<file path="src/rtl/mult_arbiter.sv">
// Four-way round-robin front end for a single shared 8x8 multiplier.
// One operation is in flight at a time: grant, wait MUL_LAT cycles, hold the result until it is accepted.
module mult_arbiter #(
   parameter int unsigned MUL_LAT = 1,
   parameter logic [15:0] MUL_M   = 16'h0000
) (
   input  logic        clk,
   input  logic        rst_n,
   input  logic [3:0]  req,
   input  logic [31:0] a_in,
   input  logic [31:0] b_in,
   output logic [3:0]  gnt,
   output logic [7:0]  mul_a,
   output logic [7:0]  mul_b,
   output logic [15:0] mul_m,
   input  logic [16:0] mul_res,
   output logic        res_valid,
   output logic [15:0] res_data,
   output logic [1:0]  res_id,
   input  logic        res_ready,
   output logic        busy,
   output logic        ovf_err
);

   typedef enum logic [1:0] {IDLE, WAIT, HOLD} state_t;

   localparam logic [3:0] CNT_INIT = 4'(MUL_LAT - 1);

   state_t     state;
   state_t     state_next;
   logic [1:0] ptr;
   logic [1:0] winner;
   logic [1:0] idx;
   logic       found;
   logic [3:0] cnt;

   assign mul_m = MUL_M;

   // Search starts just after the previous winner, so the last one served has lowest priority.
   always_comb begin
      winner = ptr;
      found  = 1'b0;
      idx    = 2'd0;
      for (int k = 1; k <= 4; k++) begin
         idx = ptr + 2'(k);
         if (!found && req[idx]) begin
            winner = idx;
            found  = 1'b1;
         end
      end
   end

   always_comb begin
      state_next = state;
      case (state)
         IDLE:    if (req != 4'b0000) state_next = WAIT;
         WAIT:    if (cnt == 4'd0)    state_next = HOLD;
         HOLD:    if (res_ready)      state_next = IDLE;
         default:                     state_next = IDLE;
      endcase
   end

   always_ff @(posedge clk) begin
      if (!rst_n) state <= IDLE;
      else        state <= state_next;
   end

   // busy follows the next state so it is a flop that lines up with the state register.
   always_ff @(posedge clk) begin
      if (!rst_n) begin
         ptr       <= 2'd3;
         cnt       <= 4'd0;
         gnt       <= 4'b0000;
         mul_a     <= 8'h00;
         mul_b     <= 8'h00;
         res_valid <= 1'b0;
         res_data  <= 16'h0000;
         res_id    <= 2'd0;
         busy      <= 1'b0;
         ovf_err   <= 1'b0;
      end else begin
         gnt  <= 4'b0000;
         busy <= (state_next != IDLE);
         case (state)
            IDLE: begin
               if (req != 4'b0000) begin
                  gnt    <= 4'b0001 << winner;
                  mul_a  <= a_in[{winner, 3'b000} +: 8];
                  mul_b  <= b_in[{winner, 3'b000} +: 8];
                  res_id <= winner;
                  ptr    <= winner;
                  cnt    <= CNT_INIT;
               end
            end
            WAIT: begin
               if (cnt != 4'd0) begin
                  cnt <= cnt - 4'd1;
               end else begin
                  res_data  <= mul_res[15:0];
                  res_valid <= 1'b1;
                  if (mul_res[16]) ovf_err <= 1'b1;
               end
            end
            HOLD: begin
               if (res_ready) res_valid <= 1'b0;
            end
            default: ;
         endcase
      end
   end

endmodule

</file>
<file path="config.mk">
export PLATFORM = sky130hd
export DESIGN_NAME = mult_arbiter
export DESIGN_NICKNAME = d
export VERILOG_FILES = /design/src/rtl/mult_arbiter.sv
export SDC_FILE = /design/constraint.sdc
export NUM_CORES = 1
export LEC_CHECK = 0
export BUFFER_PORTS_ARGS = -buffer_cell sky130_fd_sc_hd__buf_2
export CAP_MARGIN = 20
export CORE_MARGIN = 4
export CORE_UTILIZATION = 30
export CTS_CLUSTER_SIZE = 20
export DETAILED_ROUTE_END_ITERATION = 8
export PLACE_DENSITY = 0.62
export SYNTH_ARGS = -nofsm -noshare
export SYNTH_HDL_FRONTEND = slang
export SYNTH_SLANG_ARGS = --single-unit
</file>
<file path="constraint.sdc">
create_clock -name clk -period 1.6 [get_ports clk]
set_input_delay 0.24 -clock clk [delete_from_list [all_inputs] [get_ports clk]]
set_output_delay 0.24 -clock clk [all_outputs]
set_load 0.01 [all_outputs]
</file>
* After elaboration in Yosys (flattened, before gate mapping) *
Index checks and enable logic that the tools add are counted.

word-level totals
  register bits = 49
  output and inout port bits = 57
  input port bits = 88

operators by class
  shift operators = 3
  multiplexer cells = 25
  reductions and logical operators = 19
  add/subtract/negate cells = 4
  eq/ne operators = 6
  order comparisons = 4
  bitwise operators = 1

operators with widths
  kind                 number
  $shiftx 32x6->8      2
  $mux 2               7
  $lt 2x3->1 const B   4
  $reduce_and 3->1     4
  $mux 1               9
  $bmux 1 s2           4
  $mux 4               2
  $ne 2x2->1 const B   4
  $pmux 4 s2           1
  $reduce_bool 4->1    2
  $pmux 2 s3           1
  $reduce_bool 2->1    3
  $add 2x2->2 const B  2
  $logic_not 4->1      1
  $reduce_and 2->1     2
  $shl 1x2->4 const A  1
  $sub 4x1->4 const B  1
  $logic_and 1x1->1    3
  $logic_not 1->1      3
  $add 2x1->2 const B  1
  $eq 2x1->1 const B   1
  $eq 2x2->1 const B   1
  $logic_not 2->1      1
  $pmux 1 s2           1
  $not 1->1            1

* Depth between registers and ports, before layout *
Gate-level depths: netlist of run 1.

  depth after elaboration = 14
  depth in mapped cells = 8
  gate-level depth less buffers = 7

* Worst setup path after synthesis of run 1 *
OpenSTA, ideal clock, no wires.

  path type = reg2reg
  start = register cnt[0]
  end = register res_data[10]
  arrival time = 1559 ps
  cell stages (with the launch flop) = 8
  setup time = 76 ps
  required time = 1524 ps
  period minus slack after synthesis = 1634 ps
  setup slack = -34 ps
  cell sequence = dfxtp_1 inv_1 ha_1 or3b_1 nor2_2 buf_2 nand2_1 a21boi_0

between the ends
  word-level cells in the longest chain between the ends = 3

ends and longest elaborated chain
  element                            RTL line  source
  from (decl)                        35        logic [3:0] cnt;
  from (signal assigned)             97        cnt <= cnt - 4'd1;
  $reduce_bool 4->1                  96        if (cnt != 4'd0) begin
  $not 1->1 (no source line)         -
  $reduce_and 2->1 (no source line)  -
  to (signal assigned)               99        res_data <= mul_res[15:0];
  to (decl)                          18        output logic [15:0] res_data,

No other way between the ends.
A chain may end at the register's enable or synchronous reset.

* Final worst setup path of run 1 *
  start = register cnt[1]
  end = register res_data[1]

The elaborated chain is that of the path after synthesis.

==> results.py, run 1 <==
metrics = {
    "status": {
        "run_status": "finished, violations left",
        "violated_checks": "negative setup slack",
    },
    "power_and_ir_drop": {
        "power.share.switching_pct": 40.22,
        "pwr-share-comb_pct": 56.9,
        "seqPwrFrac_pct": 31.2,
        "power_density_nw_per_um2": 1740,
        "fin_total_pwr_mw": 6.454,
        "irDropWorstVdd_v": 0.0005599,
        "p_sw_mw": 2.596,
        "cellLeakagePower_nw": 1.789,
        "clockPowerShare_pct": 11.9,
        "intPower_mw": 3.858,
    },
    "worst_setup_path": {
        "worst-endpoint-required_ns": 1.84,
        "timing.critical_path.arrival_ns": 1.88,
        "timing.rr.start": "cnt[1]$_SDFFE_PN0P_",
        "critPathMaxFanout": 7,
        "timing.critical_path.from": "cnt[1]$_SDFFE_PN0P_",
        "r2r.worst_path.cells": 7,
        "cp-end-kind": "register",
        "regToRegEndpoint": "res_data[1]$_SDFFE_PN0P_",
        "start_kind": "register",
        "register_to_register_setup_slack_ns": -0.04,
        "crit_type": "register to register",
        "crit_path_end": "res_data[1]$_SDFFE_PN0P_",
    },
    "die": {
        "die_h_um": 101.0,
        "die_area_um2": 10200,
        "core_region_area_um2": 8299,
        "die_width_um": 101.0,
        "pin_count": 145,
        "placement_rows": 33,
        "floorplan.initialDensity_pct": 31.25,
    },
    "route": {
        "vias_per_cell": 4.907,
        "wire_per_inst_um": 14.73,
        "drtPass1Iterations": 4,
        "routed-via-count": 2699,
        "drt_first_iter_violations": 95,
        "postRouteWirelength_um": 8103,
        "drc": 0,
        "drt.antenna.violating_nets": 0,
    },
    "sta": {
        "finalCritPeriodShare_pct": 102.8,
        "clock-skew-final_ns": 0.01016,
        "fmaxAchievable_mhz": 608.0,
        "final.hold.worst_slack_ns": 0.1685,
        "timing_max_transition_violations_final": 0,
        "rsz0062_at_grt": "true",
        "final_critical_path_setup_slack_ns": -0.04467,
        "final_period_minus_worst_setup_slack_ns": 1.645,
        "finalSetupViolCount": 10,
        "timing_hold_violations_final": 0,
    },
    "clock_tree": {
        "h-tree-depth": 2,
        "clock_tree_from_tritoncts": "built",
        "clk_latency_ns": 0.30,
        "clk_path_buf_depth": 2,
        "clock_root_buffer": "sky130_fd_sc_hd__clkbuf_8",
        "cts_buffers": 5,
        "post_cts_hold_buffer_count": 0,
        "clk_pin_slew_ns": 0.10,
        "clkSinkCount": 49,
    },
    "synth": {
        "synth_fa_ha_area_share_pct": 0.9648,
        "post_synth_xor_area_fraction_pct": 0.6753,
        "synthSimpleGateAreaFrac_pct": 20.16,
        "ys_types": 42,
        "seq_area_frac_synth_pct": 37.82,
        "synth_seq_cells": 49,
        "number_of_enable_type_register_cells_in_the_synthesized_netlist": 0,
        "ys.flop_type": "sky130_fd_sc_hd__dfxtp_1",
        "muxShareOfSynthArea_pct": 6.561,
        "synth-compound-area-share_pct": 24.12,
        "total_of_warnings_raised_by_yosys": 0,
        "average_cell_area_after_synthesis_um2": 8.617,
        "main_combinational_cell_family_by_area_after_synthesis": "compound AO/OA/AOI/OAI gates",
        "async_reset_ff_share_pct": 0,
        "synth.cell_area_um2": 2594,
        "post_synth_inst_count": 301,
    },
    "global_routing": {
        "global_route.overflow_total": 0,
        "grt_util_all_layers_pct": 14.75,
        "pin_count_of_the_biggest_net_entering_global_routing": 20,
        "global_route_wire_length_before_repair_um": 12180,
        "number_of_antenna_violations_at_the_first_check_in_global_routing": 0,
        "number_of_global_route_vias_before_repair": 2510,
    },
    "placement": {
        "dpl-instance-area_um2": 3423,
        "detailedPlace.worstSlack_ns": -0.04687,
        "routabilityCongestion": 0.7622,
        "placement.io_buffers": 128,
        "placed_cells_incl_taps": 536,
        "dpl.hpwl_um": 6084,
    },
    "cells_and_area": {
        "insertedDiodeCount": 0,
        "multi_input_comb_area_um2": 1516,
        "stdcell_area_um2": 3709,
        "syn_to_final_growth_pct": 42.98,
        "finish.cell_count_without_fillers": 550,
        "finish.net_count": 534,
        "fillers": 847,
        "regArea_um2": 988.4,
        "drive_gt1_share_pct": 43.82,
    },
    "job": {
        "maxCapViolations": 0,
    },
    "hold_path": {
        "timing.hold.worst.class": "input pin to register",
        "hold_start": "mul_res[3]",
    },
}
## how the worst min path moves through the flow
stage / end / slack (ns) / cells after the start
finish: res_data[3]$_SDFFE_PN0P_ / 0.17 / 3
floorplan: res_data[10]$_SDFFE_PN0P_ / 0.38 / 2
global placement: res_id[1]$_SDFFE_PN0P_ / 0.44 / 2
detailed placement: res_id[1]$_SDFFE_PN0P_ / 0.44 / 2
CTS: res_data[1]$_SDFFE_PN0P_ / 0.17 / 3
global route: res_data[2]$_SDFFE_PN0P_ / 0.16 / 3
## metal layers
metal  wire (µm)  vias up  global-route usage, %
li1            -     1328                      -
met1        3459     1267                  19.49
met2        4124       90                  24.66
met3         416       14                  2.561
met4         103        0                  4.192
met5           0        -                      0
## sequential cells by signal, indices dropped and copies added, names as in the netlist, 2 cells and up
| register | flops |
|---|---|
| res_data | 16 |
| mul_a | 8 |
| mul_b | 8 |
| cnt | 4 |
| gnt | 4 |
| ptr | 2 |
| res_id | 2 |
| state | 2 |
## Yosys cell counts (3+ instances only)
| cell type | count | area share, % |
|---|---|---|
| sky130_fd_sc_hd__o21ai_0 | 5 | 0.96 |
| sky130_fd_sc_hd__mux2i_1 | 17 | 6.6 |
| sky130_fd_sc_hd__clkbuf_1 | 8 | 1.2 |
| sky130_fd_sc_hd__buf_4 | 16 | 4.6 |
| sky130_fd_sc_hd__a21o_1 | 18 | 5.2 |
| sky130_fd_sc_hd__nand3_1 | 3 | 0.58 |
| sky130_fd_sc_hd__nand2_1 | 54 | 7.8 |
| sky130_fd_sc_hd__dfxtp_1 | 49 | 38 |
| sky130_fd_sc_hd__a21boi_0 | 16 | 4.6 |
| sky130_fd_sc_hd__a21oi_1 | 4 | 0.77 |
| sky130_fd_sc_hd__o31ai_1 | 16 | 4.6 |
| sky130_fd_sc_hd__buf_2 | 9 | 1.7 |
| sky130_fd_sc_hd__o211ai_1 | 16 | 4.6 |
| sky130_fd_sc_hd__nand4_1 | 16 | 3.9 |
| sky130_fd_sc_hd__nor2b_1 | 7 | 1.7 |
| sky130_fd_sc_hd__inv_1 | 3 | 0.43 |
| sky130_fd_sc_hd__nand2b_1 | 5 | 1.2 |
| sky130_fd_sc_hd__nor2_1 | 7 | 1.0 |
## power by group through the flow
stage | sequential, mW | combinational (mW) | clock [mW]
floorplan | 2.18 | 1.79 | 0
global placement | 2.00 | 3.16 | 0
detailed placement | 2.00 | 3.22 | 0
CTS | 1.99 | 3.29 | 0.803
global route | 2.08 | 4.00 | 0.849
finish | 2.01 | 3.67 | 0.770
## critical path, stage by stage (launching register included)
cell and delay (ns):
sky130_fd_sc_hd__dfxtp_2 0.34, sky130_fd_sc_hd__inv_2 0.07, sky130_fd_sc_hd__ha_4 0.13, sky130_fd_sc_hd__or3b_4 0.41, sky130_fd_sc_hd__nor2_4 0.25, sky130_fd_sc_hd__clkbuf_16 0.20, sky130_fd_sc_hd__nand2_1 0.06, sky130_fd_sc_hd__a21boi_1 0.12
## logic make-up (layout without fill, tap and decap cells)
group,Yosys count,in the layout
AO/OA/AOI/OAI,84,84
XOR/XNOR,2,2
adder cells (fa/ha/maj),2,2
buffers and inverters,40,169
flip-flops,49,49
multiplexers,17,17
other,1,16
AND/OR/NAND/NOR,106,106
## stage by stage
step	setup TNS [ns]	utilization, %
2_1_floorplan	0	-
3_3_place_gp	0	41.25
3_5_place_dp	-0.2174	41.25
4_1_cts	0	42.62
5_1_grt	-1.264	44.69
6_report	-0.2222	44.69
## layout make-up
cell class / instances / share of cell area [%]
clock buffer: 6 / 2.227
clock inverter: 2 / 0.3711
inverter: 4 / 0.4049
multi-input combinational: 227 / 40.89
sequential: 49 / 26.65
tap: 105 / 3.543
timing repair buffer: 157 / 25.91
## timing repair
action                     CTS  global route
cloned                       0             3
resized for setup            6            34
pin swaps                    1            10
setup endpoints to repair   21            38
setup buffers                0             3
## layout by cell type (no fill, tap or decap), types with 3 or more instances in the layout
cell type / instances
sky130_fd_sc_hd__nand2_1: 50
sky130_fd_sc_hd__clkbuf_8: 6
sky130_fd_sc_hd__nor2b_1: 6
sky130_fd_sc_hd__o21ai_0: 5
sky130_fd_sc_hd__a21o_1: 17
sky130_fd_sc_hd__o211ai_1: 16
sky130_fd_sc_hd__nand4_1: 16
sky130_fd_sc_hd__buf_2: 128
sky130_fd_sc_hd__nor2_1: 7
sky130_fd_sc_hd__nand3_1: 3
sky130_fd_sc_hd__mux2i_1: 16
sky130_fd_sc_hd__dfxtp_2: 3
sky130_fd_sc_hd__a21oi_1: 3
sky130_fd_sc_hd__o31ai_1: 16
sky130_fd_sc_hd__a21boi_1: 12
sky130_fd_sc_hd__clkbuf_16: 3
sky130_fd_sc_hd__inv_2: 3
sky130_fd_sc_hd__buf_12: 4
sky130_fd_sc_hd__nand2b_1: 4
sky130_fd_sc_hd__dfxtp_1: 45
sky130_fd_sc_hd__conb_1: 16
sky130_fd_sc_hd__a21oi_2: 3
sky130_fd_sc_hd__buf_4: 22
No activity file was read; power rests on OpenSTA's default activity.
==> run 2, diff against run 1 <==
PLACE_DENSITY = 0.6   (was 0.62)
clock period = 2.04 ns   (was 1.6 ns; I/O delays follow)
==> results.py, run 2 (same netlist as run 1, synthesis figures left out) <==
metrics = {
    "route": {
        "drc": 0,
        "vias_per_cell": 4.833,
        "drtPass1Iterations": 4,
        "drt_first_iter_violations": 66,
        "routed-via-count": 2571,
        "postRouteWirelength_um": 7902,
        "wire_per_inst_um": 14.85,
        "drt.antenna.violating_nets": 0,
    },
    "clock_tree": {
        "clk_path_buf_depth": 2,
        "cts_setup_buffers": 0,
        "cts_buffers": 5,
        "clock_tree_from_tritoncts": "built",
        "ctsResizeCount": 0,
        "clock_root_buffer": "sky130_fd_sc_hd__clkbuf_8",
        "h-tree-depth": 2,
        "post_cts_hold_buffer_count": 0,
        "clkSinkCount": 49,
        "clk_latency_ns": 0.30,
        "clk_pin_slew_ns": 0.09,
    },
    "die": {
        "core_region_area_um2": 8299,
        "die_area_um2": 10200,
        "floorplan.initialDensity_pct": 31.25,
        "die_width_um": 101.0,
        "placement_rows": 33,
        "pin_count": 145,
        "die_h_um": 101.0,
    },
    "worst_setup_path": {
        "r2r.worst_path.cells": 5,
        "timing.rr.start": "ptr[1]$_SDFFE_PN1P_",
        "slowest_stage": "sky130_fd_sc_hd__o211ai_2",
        "crit_type": "register to register",
        "critPathMaxFanout": 19,
        "worst-endpoint-required_ns": 2.23,
        "register_to_register_setup_slack_ns": 0.17,
        "cp-end-kind": "register",
        "kind_of_cell_with_the_highest_combined_delay_on_the_critical_path": "compound AO/OA/AOI/OAI gates",
        "regToRegEndpoint": "mul_a[2]$_SDFFE_PN0P_",
        "buffers_plus_inverters_on_the_worst_setup_path": 0,
        "timing.critical_path.arrival_ns": 2.05,
        "start_kind": "register",
        "path_cells": "nand2_1, and3b_1, o211ai_2, a21o_1, o211ai_1",
        "critPathMaxStageDelay_ns": 0.74,
    },
    "hold_path": {
        "hold_depth": 3,
        "hold_start": "mul_res[11]",
        "min_delay_worst_endpoint": "res_data[11]$_SDFFE_PN0P_",
        "timing.hold.worst.class": "input pin to register",
    },
    "global_routing": {
        "grt_util_all_layers_pct": 14.90,
        "pin_count_of_the_biggest_net_entering_global_routing": 20,
        "number_of_antenna_violations_at_the_first_check_in_global_routing": 0,
        "global_route.overflow_total": 0,
        "number_of_global_route_vias_before_repair": 2502,
        "global_route_wire_length_before_repair_um": 12280,
    },
    "sta": {
        "timing_hold_violations_final": 0,
        "rsz0062_at_grt": "false",
        "final_period_minus_worst_setup_slack_ns": 1.866,
        "finalSetupViolCount": 0,
        "finalCritPeriodShare_pct": 91.48,
        "timing_max_transition_violations_final": 0,
        "clock-skew-final_ns": 0.01004,
        "fmaxAchievable_mhz": 535.8,
        "timing.setup.tns_ns": 0,
        "tightest_slew_ns": 0.9079,
        "timing.max_slew.rel_slack_pct": 39.29,
        "final.hold.worst_slack_ns": 0.2437,
    },
    "placement": {
        "dpl-instance-area_um2": 3291,
        "dpl.hpwl_um": 6043,
        "placement.io_buffers": 128,
        "routabilityCongestion": 0.7787,
    },
    "cells_and_area": {
        "final_common_cell": "sky130_fd_sc_hd__buf_2",
        "syn_to_final_growth_pct": 31.36,
        "stdcell_area_um2": 3407,
        "finish.net_count": 516,
        "drive_gt1_share_pct": 36.53,
        "flip_flop_count_of_the_largest_register_after_layout": 16,
        "biggestRegsByFlops": "res_data x16, mul_a x8, mul_b x8",
        "insertedDiodeCount": 0,
        "top_register": "res_data",
        "fin_util_pct": 41.05,
        "most-common-layout-cells": "sky130_fd_sc_hd__buf_2, sky130_fd_sc_hd__nand2_1, sky130_fd_sc_hd__dfxtp_1",
    },
    "status": {
        "run_status": "complete, no violations",
    },
    "power_and_ir_drop": {
        "cellLeakagePower_nw": 1.632,
        "irDropWorstVdd_v": 0.0004385,
        "power_density_nw_per_um2": 1347,
    },
    "job": {
        "maxCapViolations": 0,
    },
}
run 2: tightest hold or removal path: stages:
cell                       delay [ns]
sky130_fd_sc_hd__buf_2           0.09
sky130_fd_sc_hd__nand2_1         0.04
sky130_fd_sc_hd__a21boi_0        0.06
run 2: stage by stage:
step	power, mW	setup WS (ns)	std cells
after floorplan	3.093	0.4059	316
after global placement	3.867	0.2110	524
after detailed placement	3.902	0.1652	524
after CTS	4.627	0.1782	532
after global routing	4.947	0.03070	532
final	4.588	0.1738	532
run 2: final cells by class:
class                      count  area [µm²]
clock buffer                   7       86.33
clock inverter                 1       30.03
fill                         863        4892
inverter                       4       15.01
multi-input combinational    227        1428
sequential                    49       980.9
tap                          105       131.4
timing repair buffer         139       735.7
run 2: how the worst max path moves through the flow:
stage | startpoint | endpoint | slack (ns) | cells past startpoint
after floorplan | cnt[0]$_SDFFE_PN0P_ | res_data[10]$_SDFFE_PN0P_ | 0.41 | 7
after global placement | req[0] | mul_a[2]$_SDFFE_PN0P_ | 0.21 | 6
after detailed placement | req[3] | mul_a[2]$_SDFFE_PN0P_ | 0.17 | 6
after CTS | ptr[1]$_SDFFE_PN1P_ | mul_a[5]$_SDFFE_PN0P_ | 0.18 | 5
after global routing | ptr[1]$_SDFFE_PN1P_ | mul_a[7]$_SDFFE_PN0P_ | 0.03 | 5
final | ptr[1]$_SDFFE_PN1P_ | mul_a[2]$_SDFFE_PN0P_ | 0.17 | 5
run 2: power breakdown:
group	leakage [nW]	switching (mW)	internal [mW]
Combinational	1.17	1.31	0.987
Sequential	0.402	0.227	1.34
Clock	0.0585	0.322	0.400
run 2: per-layer routing:
layer	routed length, µm	up-vias	GRT usage [%]
met1	3387	1188	19.76
met4	138	0	4.908
met5	0	-	0
li1	-	1290	-
met2	3901	81	24.10
met3	475	12	3.114
==> run 3, diff against run 2 <==
CORE_ASPECT_RATIO = 1.25   (was unset)
SETUP_SLACK_MARGIN = 0.5   (was unset)
==> results.py, run 3 (same netlist as run 1, synthesis figures left out) <==
metrics = {
    "status": {
        "run_status": "complete, no violations",
    },
    "global_routing": {
        "global_route_wire_length_before_repair_um": 13390,
        "number_of_global_route_vias_before_repair": 2711,
        "number_of_antenna_violations_at_the_first_check_in_global_routing": 0,
        "pin_count_of_the_biggest_net_entering_global_routing": 30,
        "grt_util_all_layers_pct": 16.20,
        "global_route.overflow_total": 0,
    },
    "die": {
        "pin_count": 145,
        "placement_rows": 37,
        "die_h_um": 112.0,
        "die_area_um2": 10210,
        "core_region_area_um2": 8333,
        "die_width_um": 91.17,
        "floorplan.initialDensity_pct": 31.13,
    },
    "placement": {
        "placed_cells_incl_taps": 516,
        "placement.io_buffers": 128,
        "routabilityCongestion": 0.7730,
        "dpl-instance-area_um2": 3304,
        "detailedPlace.worstSlack_ns": 0.2674,
        "dpl.hpwl_um": 6045,
    },
    "power_and_ir_drop": {
        "power_density_nw_per_um2": 1397,
        "fin_total_pwr_mw": 5.294,
        "irDropWorstVdd_v": 0.0008103,
        "cellLeakagePower_nw": 1.786,
    },
    "clock_tree": {
        "clkSinkCount": 49,
        "clk_latency_ns": 0.30,
        "h-tree-depth": 2,
        "clk_pin_slew_ns": 0.10,
        "clock_tree_from_tritoncts": "built",
        "cts_buffers": 5,
        "clk_path_buf_depth": 2,
        "clock_root_buffer": "sky130_fd_sc_hd__clkbuf_8",
    },
    "worst_setup_path": {
        "crit_type": "register to register",
        "start_kind": "register",
        "r2r.worst_path.cells": 7,
        "cp-end-kind": "register",
        "worst-endpoint-required_ns": 2.27,
        "timing.critical_path.arrival_ns": 1.80,
        "critPathMaxFanout": 13,
    },
    "cells_and_area": {
        "drive_gt1_share_pct": 44.44,
        "final_common_cell": "sky130_fd_sc_hd__buf_2",
        "stdcell_area_um2": 3790,
        "most-common-layout-cells": "sky130_fd_sc_hd__buf_2, sky130_fd_sc_hd__nand2_1, sky130_fd_sc_hd__dfxtp_1",
        "finish.net_count": 539,
        "biggestRegsByFlops": "res_data x16, mul_a x8, mul_b x8",
        "fin_util_pct": 45.48,
        "insertedDiodeCount": 0,
        "fillers": 841,
        "top_register": "res_data",
        "syn_to_final_growth_pct": 46.12,
        "flip_flop_count_of_the_largest_register_after_layout": 16,
        "finish.cell_count_without_fillers": 547,
    },
    "route": {
        "drt.antenna.violating_nets": 0,
        "routed-via-count": 2703,
        "wire_per_inst_um": 16.04,
        "drc": 0,
        "postRouteWirelength_um": 8776,
        "drt_first_iter_violations": 106,
        "drtPass1Iterations": 4,
        "vias_per_cell": 4.941,
    },
    "sta": {
        "final_period_minus_worst_setup_slack_ns": 1.569,
        "finalCritPeriodShare_pct": 76.93,
        "timing_hold_violations_final": 0,
        "final_critical_path_setup_slack_ns": 0.4706,
        "finalSetupViolCount": 0,
        "timing.max_slew.rel_slack_pct": 58.75,
        "timing_max_transition_violations_final": 0,
        "final.hold.worst_slack_ns": 0.2267,
        "tightest_slew_ns": 0.6188,
        "fmaxAchievable_mhz": 637.2,
        "rsz0062_at_grt": "true",
        "clock-skew-final_ns": 0.004347,
        "timing.setup.tns_ns": 0,
    },
    "hold_path": {
        "timing.hold.worst.class": "input pin to register",
        "hold_depth": 3,
    },
    "job": {
        "maxCapViolations": 0,
    },
}
run 3: path summary, 6_finish.rpt:
kind	from	endpoint	slack [ns]
min reg2reg	res_data[6]$_SDFFE_PN0P_	res_data[6]$_SDFFE_PN0P_	0.46
min	mul_res[5]	res_data[5]$_SDFFE_PN0P_	0.23
max	cnt[0]$_SDFFE_PN0P_	res_data[10]$_SDFFE_PN0P_	0.47
max reg2reg	cnt[0]$_SDFFE_PN0P_	res_data[10]$_SDFFE_PN0P_	0.47
run 3: repair_timing:
| action | in CTS | in global routing |
|---|---|---|
| endpoints found under the setup margin | 47 | 40 |
| resized for setup | 19 | 31 |
| buffers inserted | 15 | 5 |
| hold buffers | 0 | 0 |
| gates cloned | 1 | 2 |
| pin swaps | 7 | 18 |
run 3: worst max-delay path, stage by stage (launching register included):
cell	delay (ns)
sky130_fd_sc_hd__dfxtp_2	0.34
sky130_fd_sc_hd__inv_2	0.07
sky130_fd_sc_hd__ha_4	0.14
sky130_fd_sc_hd__or3b_4	0.41
sky130_fd_sc_hd__nor2_4	0.16
sky130_fd_sc_hd__buf_12	0.15
sky130_fd_sc_hd__nand2_1	0.05
sky130_fd_sc_hd__a21boi_0	0.16
run 3: per-layer routing:
layer	part of all wire, %	global-route usage, %
met1	39	18.04
met2	50	28.98
met3	8.4	5.405
met4	2.1	4.930
met5	0	0
run 3: area by class of cell:
type,instances,area (µm²),share of cell area (%)
repair buffers,159,929.6,24.53
inverters,4,15.01,0.3962
flip-flops and latches,49,991.0,26.15
clock inverters,1,8.758,0.2311
multi-input cells,230,1628,42.95
well taps,97,121.4,3.202
clock buffers,7,96.34,2.542
run 3: power breakdown:
| part | switching (mW) | leakage [nW] | internal [mW] |
|---|---|---|---|
| logic | 1.58 | 1.33 | 1.46 |
| registers | 0.232 | 0.403 | 1.36 |
| clock network | 0.353 | 0.0549 | 0.314 |
| total | 2.16 | 1.79 | 3.13 |
